File: config.mk
export PLATFORM = sky130hd
export DESIGN_NAME = data_mem_arbiter
export DESIGN_NICKNAME = d
export VERILOG_FILES = /design/src/rtl/data_mem_arbiter_pkg.sv /design/src/rtl/data_mem_arbiter_rd_return_pipe.sv /design/src/rtl/data_mem_arbiter.sv
export SDC_FILE = /design/constraint.sdc
export NUM_CORES = 1
export LEC_CHECK = 0
export ABC_CLOCK_PERIOD_IN_PS = 3750
export CORE_AREA = 4 4 77 79
export CTS_CLUSTER_SIZE = 40
export DETAILED_ROUTE_END_ITERATION = 12
export DIE_AREA = 0 0 81 83
export GPL_ROUTABILITY_DRIVEN = 1
export HOLD_SLACK_MARGIN = 0.02
export PLACE_DENSITY = 0.82
export SKIP_LAST_GASP = 1
export SYNTH_ARGS = -nofsm -noshare
export SYNTH_HDL_FRONTEND = slang
export SYNTH_SLANG_ARGS = --single-unit
File: constraint.sdc
create_clock -name clk -period 3.75 [get_ports clk]
set_input_delay 0.75 -clock clk [delete_from_list [all_inputs] [get_ports clk]]
set_output_delay 0.75 -clock clk [all_outputs]
set_load 0.01 [all_outputs]
File: src/rtl/data_mem_arbiter_pkg.sv
// Shared constants and types for the data-memory arbiter.
package data_mem_arbiter_pkg;

    localparam int WORD_SIZE  = 19;
    localparam int ADDR_WIDTH = 10;

    typedef enum logic [1:0] {
        IDLE,
        CPU_OWN,
        DMA_OWN,
        DMA_LOCK
    } arb_state_t;

    typedef enum logic {
        REQ_CPU,
        REQ_DMA
    } req_id_t;

    typedef struct packed {
        logic                  we;
        logic [ADDR_WIDTH-1:0] addr;
        logic [WORD_SIZE-1:0]  wdata;
    } mem_cmd_t;

endpackage

File: src/rtl/data_mem_arbiter_rd_return_pipe.sv
// Two-stage {valid, owner} pipeline matching the command register plus memory read latency.
module mem_rd_return_pipe
    import data_mem_arbiter_pkg::req_id_t;
    import data_mem_arbiter_pkg::REQ_CPU;
    import data_mem_arbiter_pkg::REQ_DMA;
(
    input  logic    clk,
    input  logic    rst,
    input  logic    issue_valid,
    input  req_id_t issue_owner,
    output logic    cpu_rvalid,
    output logic    dma_rvalid
);

    logic    s1_valid;
    req_id_t s1_owner;
    logic    s2_valid;
    req_id_t s2_owner;

    always_ff @(posedge clk) begin
        if (rst) begin
            s1_valid <= 1'b0;
            s1_owner <= REQ_CPU;
            s2_valid <= 1'b0;
            s2_owner <= REQ_CPU;
        end else begin
            s1_valid <= issue_valid;
            s1_owner <= issue_owner;
            s2_valid <= s1_valid;
            s2_owner <= s1_owner;
        end
    end

    assign cpu_rvalid = s2_valid && (s2_owner == REQ_CPU);
    assign dma_rvalid = s2_valid && (s2_owner == REQ_DMA);

endmodule

File: src/rtl/data_mem_arbiter.sv
// Round-robin arbiter between CPU and DMA for the single-port data memory,
// with a bounded DMA burst lock and registered command outputs.
module data_mem_arbiter
    import data_mem_arbiter_pkg::arb_state_t;
    import data_mem_arbiter_pkg::req_id_t;
    import data_mem_arbiter_pkg::IDLE;
    import data_mem_arbiter_pkg::CPU_OWN;
    import data_mem_arbiter_pkg::DMA_OWN;
    import data_mem_arbiter_pkg::DMA_LOCK;
    import data_mem_arbiter_pkg::REQ_CPU;
    import data_mem_arbiter_pkg::REQ_DMA;
#(
    parameter int WORD_SIZE  = data_mem_arbiter_pkg::WORD_SIZE,
    parameter int ADDR_WIDTH = data_mem_arbiter_pkg::ADDR_WIDTH,
    parameter int MAX_LOCK   = 8
) (
    input  logic                  clk,
    input  logic                  rst,
    input  logic                  cpu_req,
    input  logic                  cpu_we,
    input  logic [ADDR_WIDTH-1:0] cpu_addr,
    input  logic [WORD_SIZE-1:0]  cpu_wdata,
    output logic                  cpu_gnt,
    output logic                  cpu_rvalid,
    input  logic                  dma_req,
    input  logic                  dma_we,
    input  logic [ADDR_WIDTH-1:0] dma_addr,
    input  logic [WORD_SIZE-1:0]  dma_wdata,
    input  logic                  dma_lock,
    output logic                  dma_gnt,
    output logic                  dma_rvalid,
    output logic [WORD_SIZE-1:0]  rdata,
    output logic                  mem_wr_en,
    output logic                  mem_rd_en,
    output logic [ADDR_WIDTH-1:0] mem_addr,
    output logic [WORD_SIZE-1:0]  mem_wdata,
    input  logic [WORD_SIZE-1:0]  mem_rdata
);

    localparam int LOCK_W = $clog2(MAX_LOCK + 1);
    localparam logic [LOCK_W-1:0] LOCK_MAX = LOCK_W'(MAX_LOCK);

    arb_state_t        state, state_next;
    req_id_t           last_grant, last_grant_next;
    logic [LOCK_W-1:0] lock_cnt, lock_cnt_next;
    logic              lock_hold;
    logic              issue_read;
    req_id_t           issue_owner;

    always_ff @(posedge clk) begin
        if (rst) begin
            state      <= IDLE;
            last_grant <= REQ_DMA;
            lock_cnt   <= '0;
        end else begin
            state      <= state_next;
            last_grant <= last_grant_next;
            lock_cnt   <= lock_cnt_next;
        end
    end

    always_comb begin
        cpu_gnt         = 1'b0;
        dma_gnt         = 1'b0;
        state_next      = state;
        last_grant_next = last_grant;
        lock_cnt_next   = lock_cnt;
        lock_hold       = (state == DMA_LOCK) && (lock_cnt < LOCK_MAX);

        if (cpu_req && dma_req) begin
            if (lock_hold || last_grant == REQ_CPU) dma_gnt = 1'b1;
            else                                    cpu_gnt = 1'b1;
        end else if (cpu_req) begin
            cpu_gnt = 1'b1;
        end else if (dma_req) begin
            dma_gnt = 1'b1;
        end

        if (cpu_gnt) begin
            state_next      = CPU_OWN;
            last_grant_next = REQ_CPU;
            lock_cnt_next   = '0;
        end else if (dma_gnt) begin
            state_next      = dma_lock ? DMA_LOCK : DMA_OWN;
            last_grant_next = REQ_DMA;
            // The grant that enters the lock counts, so a burst is at most MAX_LOCK grants.
            if (dma_lock && cpu_req && lock_cnt < LOCK_MAX)
                lock_cnt_next = lock_cnt + 1'b1;
        end else begin
            state_next = IDLE;
        end

        if (!dma_lock) lock_cnt_next = '0;
    end

    always_ff @(posedge clk) begin
        if (rst) begin
            mem_wr_en <= 1'b0;
            mem_rd_en <= 1'b0;
            mem_addr  <= '0;
            mem_wdata <= '0;
        end else if (cpu_gnt) begin
            mem_wr_en <= cpu_we;
            mem_rd_en <= !cpu_we;
            mem_addr  <= cpu_addr;
            mem_wdata <= cpu_wdata;
        end else if (dma_gnt) begin
            mem_wr_en <= dma_we;
            mem_rd_en <= !dma_we;
            mem_addr  <= dma_addr;
            mem_wdata <= dma_wdata;
        end else begin
            mem_wr_en <= 1'b0;
            mem_rd_en <= 1'b0;
        end
    end

    assign issue_read  = (cpu_gnt && !cpu_we) || (dma_gnt && !dma_we);
    assign issue_owner = dma_gnt ? REQ_DMA : REQ_CPU;

    mem_rd_return_pipe u_rd_pipe (
        .clk        (clk),
        .rst        (rst),
        .issue_valid(issue_read),
        .issue_owner(issue_owner),
        .cpu_rvalid (cpu_rvalid),
        .dma_rvalid (dma_rvalid)
    );

    assign rdata = mem_rdata;

endmodule

==> results.tsv <==
stage	metric	value	unit
floorplan	die area	0.006723	sq mm
clocking	CTS clk-pin slew, worst paths	0.08	ns
final_layout	synthesis-to-layout area growth	52.28	%
clocking	CTS tree	yes	
final_layout	commonest non-fill, non-tap cell in the layout	clkdlybuf4s50_1	
clocking	worst-case clock buffer depth	2	
logic_synthesis	main combinational cell family by area after synthesis	compound AO/OA/AOI/OAI gates	
critical_path	reg2reg path depth	4	
logic_synthesis	main area contributors after synthesis	dfxtp_1, o221a_2, buf_4, nor3_1, nor2_1	
clocking	# H-tree levels	2	
floorplan	I/O pin count	138	
critical_path	Max stage delay on crit path	0.58	ns
logic_synthesis	post-synthesis mux area share	0	%
pwr	pwr dens	370.2	mW/mm^2
global_route	first-pass GRT wire length	8735	um
logic_synthesis	Gate Count Post-Synth	215	
floorplan	Rows	27	
routing	Antenna Nets Post-Route	0	
clocking	worst skew pair latency	0.29	ns
logic_synthesis	Synth Area in Adders	0.6414	%
routing	routed vias	1892	
critical_path	critical path's slowest cell	clkdlybuf4s50_1	
logic_synthesis	simple-gate share of the synthesized area	21.55	%
critical_path	Crit path top cell by count	clkdlybuf4s50_1	
place	number of port buffers	99	
place	placed cell areas	0.002861	sq mm
pwr	Leak	1.115	nW
routing	DRC Markers	0	
critical_path	startpoint class of the critical path	input pin	
global_route	gr ovfl total	0	
place	worst setup slack after placement	0.7022	ns
logic_synthesis	cell taking the most area after synthesis	dfxtp_1	
pwr	Peak VDD IR	188.3	uV
floorplan	Die Span X	81	um
critical_path	Buf/Inv on CP	3	
sta	final setup fails	0	
critical_path	Max Fanout on Critical Path	6	
critical_path	CP startpoint	dma_req	
final_layout	final net count	376	
clocking	PostCTS Resize Cnt	0	
flow_run	maxcap violations	0	
sta	max_slew headroom	73.34	%
sta	Slew Limit Fails	0	
critical_path	Crit Path Class	input pin to primary output	
global_route	pin count of the biggest net entering global routing	40	
place	Post-DP HPWL	3979	um
critical_path	data required time of the worst path	3.00	ns
hold_path	worst hold-check path type	flop to flop	
final_layout	antenna diode count	0	
clocking	clk root buf	clkbuf_8	
routing	DRT iter0 DRCs	127	
routing	Total Wirelength	5530	um
final_layout	fin area	0.002970	sq mm
sta	setup TNS	0	ns
floorplan	Die H	83	um
logic_synthesis	Post-Syn Nets	300	
logic_synthesis	Synth Area in XOR/XNOR	0	%
global_route	initial antenna violation count	0	
floorplan	core footprint	0.005338	sq mm
place	GP Congestion	0.7952	
logic_synthesis	compound-gate portion of the synthesized area	22.51	%
clocking	Post-CTS Hold Buffers	0	
clocking	post-CTS setup buffer count	0	
critical_path	Critical Path, Cell by Cell	clkdlybuf4s50_1 -> a21boi_1 -> nor2_2 -> inv_1 -> clkdlybuf4s50_1	
sta	Fmax	327.8	MHz
logic_synthesis	post-synthesis sequential area ratio	43.10	%
hold_path	min-delay src	u_rd_pipe.s1_valid	
final_layout	Layout Cells excl Fill	364	
logic_synthesis	Post-Synthesis Mean Instance Area	9.073	sq um
place	DP Cell Count	356	
sta	Hold Vio Cnt, Final	0	
critical_path	CP Depth	5	
sta	Final period util	81.35	%
logic_synthesis	FF+latch count, synth	42	
routing	WL/cell	15.19	um
global_route	GRT Total Usage	16.41	%
routing	routed vias/inst	5.198	
critical_path	CP delay by family, top	buffers and inverters	
sta	final setup skew	0.004295	ns
pwr	total power	1.100	mW
logic_synthesis	Netlist Area Pre-Place	0.001951	sq mm
routing	router iterations before antenna repair	4	
final_layout	most frequent cells in the layout	clkdlybuf4s50_1, dfxtp_1, nor2_1, nor3_1, o221a_2	
global_route	vias in the first global route	1883	
hold_path	hold path depth	1	
floorplan	Initial Utilization	36.54	%
logic_synthesis	yosys warns	0	
sta	hold slack	0.4551	ns
clocking	CTS buffer count	5	
sta	worst-margin pin slew	0.3999	ns
final_layout	layout cell share with drive strength beyond 1	15.75	%
critical_path	CP Capture Type	primary output	
sta	RSZ-0062 raised after global routing	no	
clocking	clk sinks	42	
sta	Final WS setup	0.6993	ns
final_layout	Final Util	55.65	%
logic_synthesis	top cell type's share of synthesized area	43.10	%
critical_path	reg-to-reg startpoint	lock_cnt[3]	
sta	crit path time final	3.051	ns
logic_synthesis	post-synth cell types	33	
critical_path	arrival time worst endpoint	2.30	ns
status	status	finished clean	
area by class of cell:
class,count,area [sq um]
flip-flops and latches,42,840.8
repair buffers,106,1044
fillers,515,2367
inverters,4,15.01
clock inverters,3,40.04
well taps,72,90.09
multi-input cells,132,872.1
clock buffers,5,68.82
where the power goes:
| group | switching, mW | internal [mW] | leakage, nW |
|---|---|---|---|
| sequential | 0.0177 | 0.480 | 0.349 |
| clock | 0.153 | 0.196 | 0.0579 |
| combinational | 0.0975 | 0.156 | 0.709 |
| total | 0.268 | 0.832 | 1.12 |
path summary, 6_finish.rpt:
check	to	slack, ns
max reg2reg	mem_addr[4]	2.26
max	dma_gnt	0.70
min reg2reg	u_rd_pipe.s2_valid	0.46
min	u_rd_pipe.s2_valid	0.46
layer usage:
metal	part of all wire (%)	vias up	GRT usage [%]
met5	0	-	0
met1	38	874	18.13
met3	11	12	7.809
met4	1.4	0	4.455
li1	-	921	-
met2	49	85	27.71
synthesized netlist by cell type, drive strengths merged:
| master | count |
|---|---|
| nor2b | 4 |
| a2111o | 1 |
| nand3 | 1 |
| clkbuf | 5 |
| o21ai | 2 |
| a211o | 1 |
| or4 | 1 |
| o21bai | 2 |
| and2 | 1 |
| o2111ai | 1 |
| nand4b | 2 |
| and3b | 2 |
| nor2 | 34 |
| a21boi | 1 |
| a31oi | 3 |
| nand2b | 2 |
| buf | 32 |
| a21oi | 5 |
| ha | 1 |
| nand4 | 1 |
| inv | 4 |
| o221a | 29 |
| and3 | 1 |
| nor3 | 30 |
| dfxtp | 42 |
| and4b | 1 |
| o211ai | 1 |
| nand2 | 5 |
registers in the layout, summed over array words and instances (netlist names), 2 cells and up:
register and flops:
lock_cnt 4, mem_addr 10, state 2, mem_wdata 19
kinds of logic after synthesis:
| kind of cell | after synthesis |
|---|---|
| simple gates | 85 |
| buf+inv | 41 |
| fa+ha+maj | 1 |
| compound gates | 46 |
| flops | 42 |
worst register-to-register path, stage by stage (launching register included):
cell and delay [ns]:
dfxtp_1 0.46, and4b_4 0.27, nor2_2 0.12, buf_4 0.32
o221a_2 0.27
No activity file was read; power rests on OpenSTA's default activity.
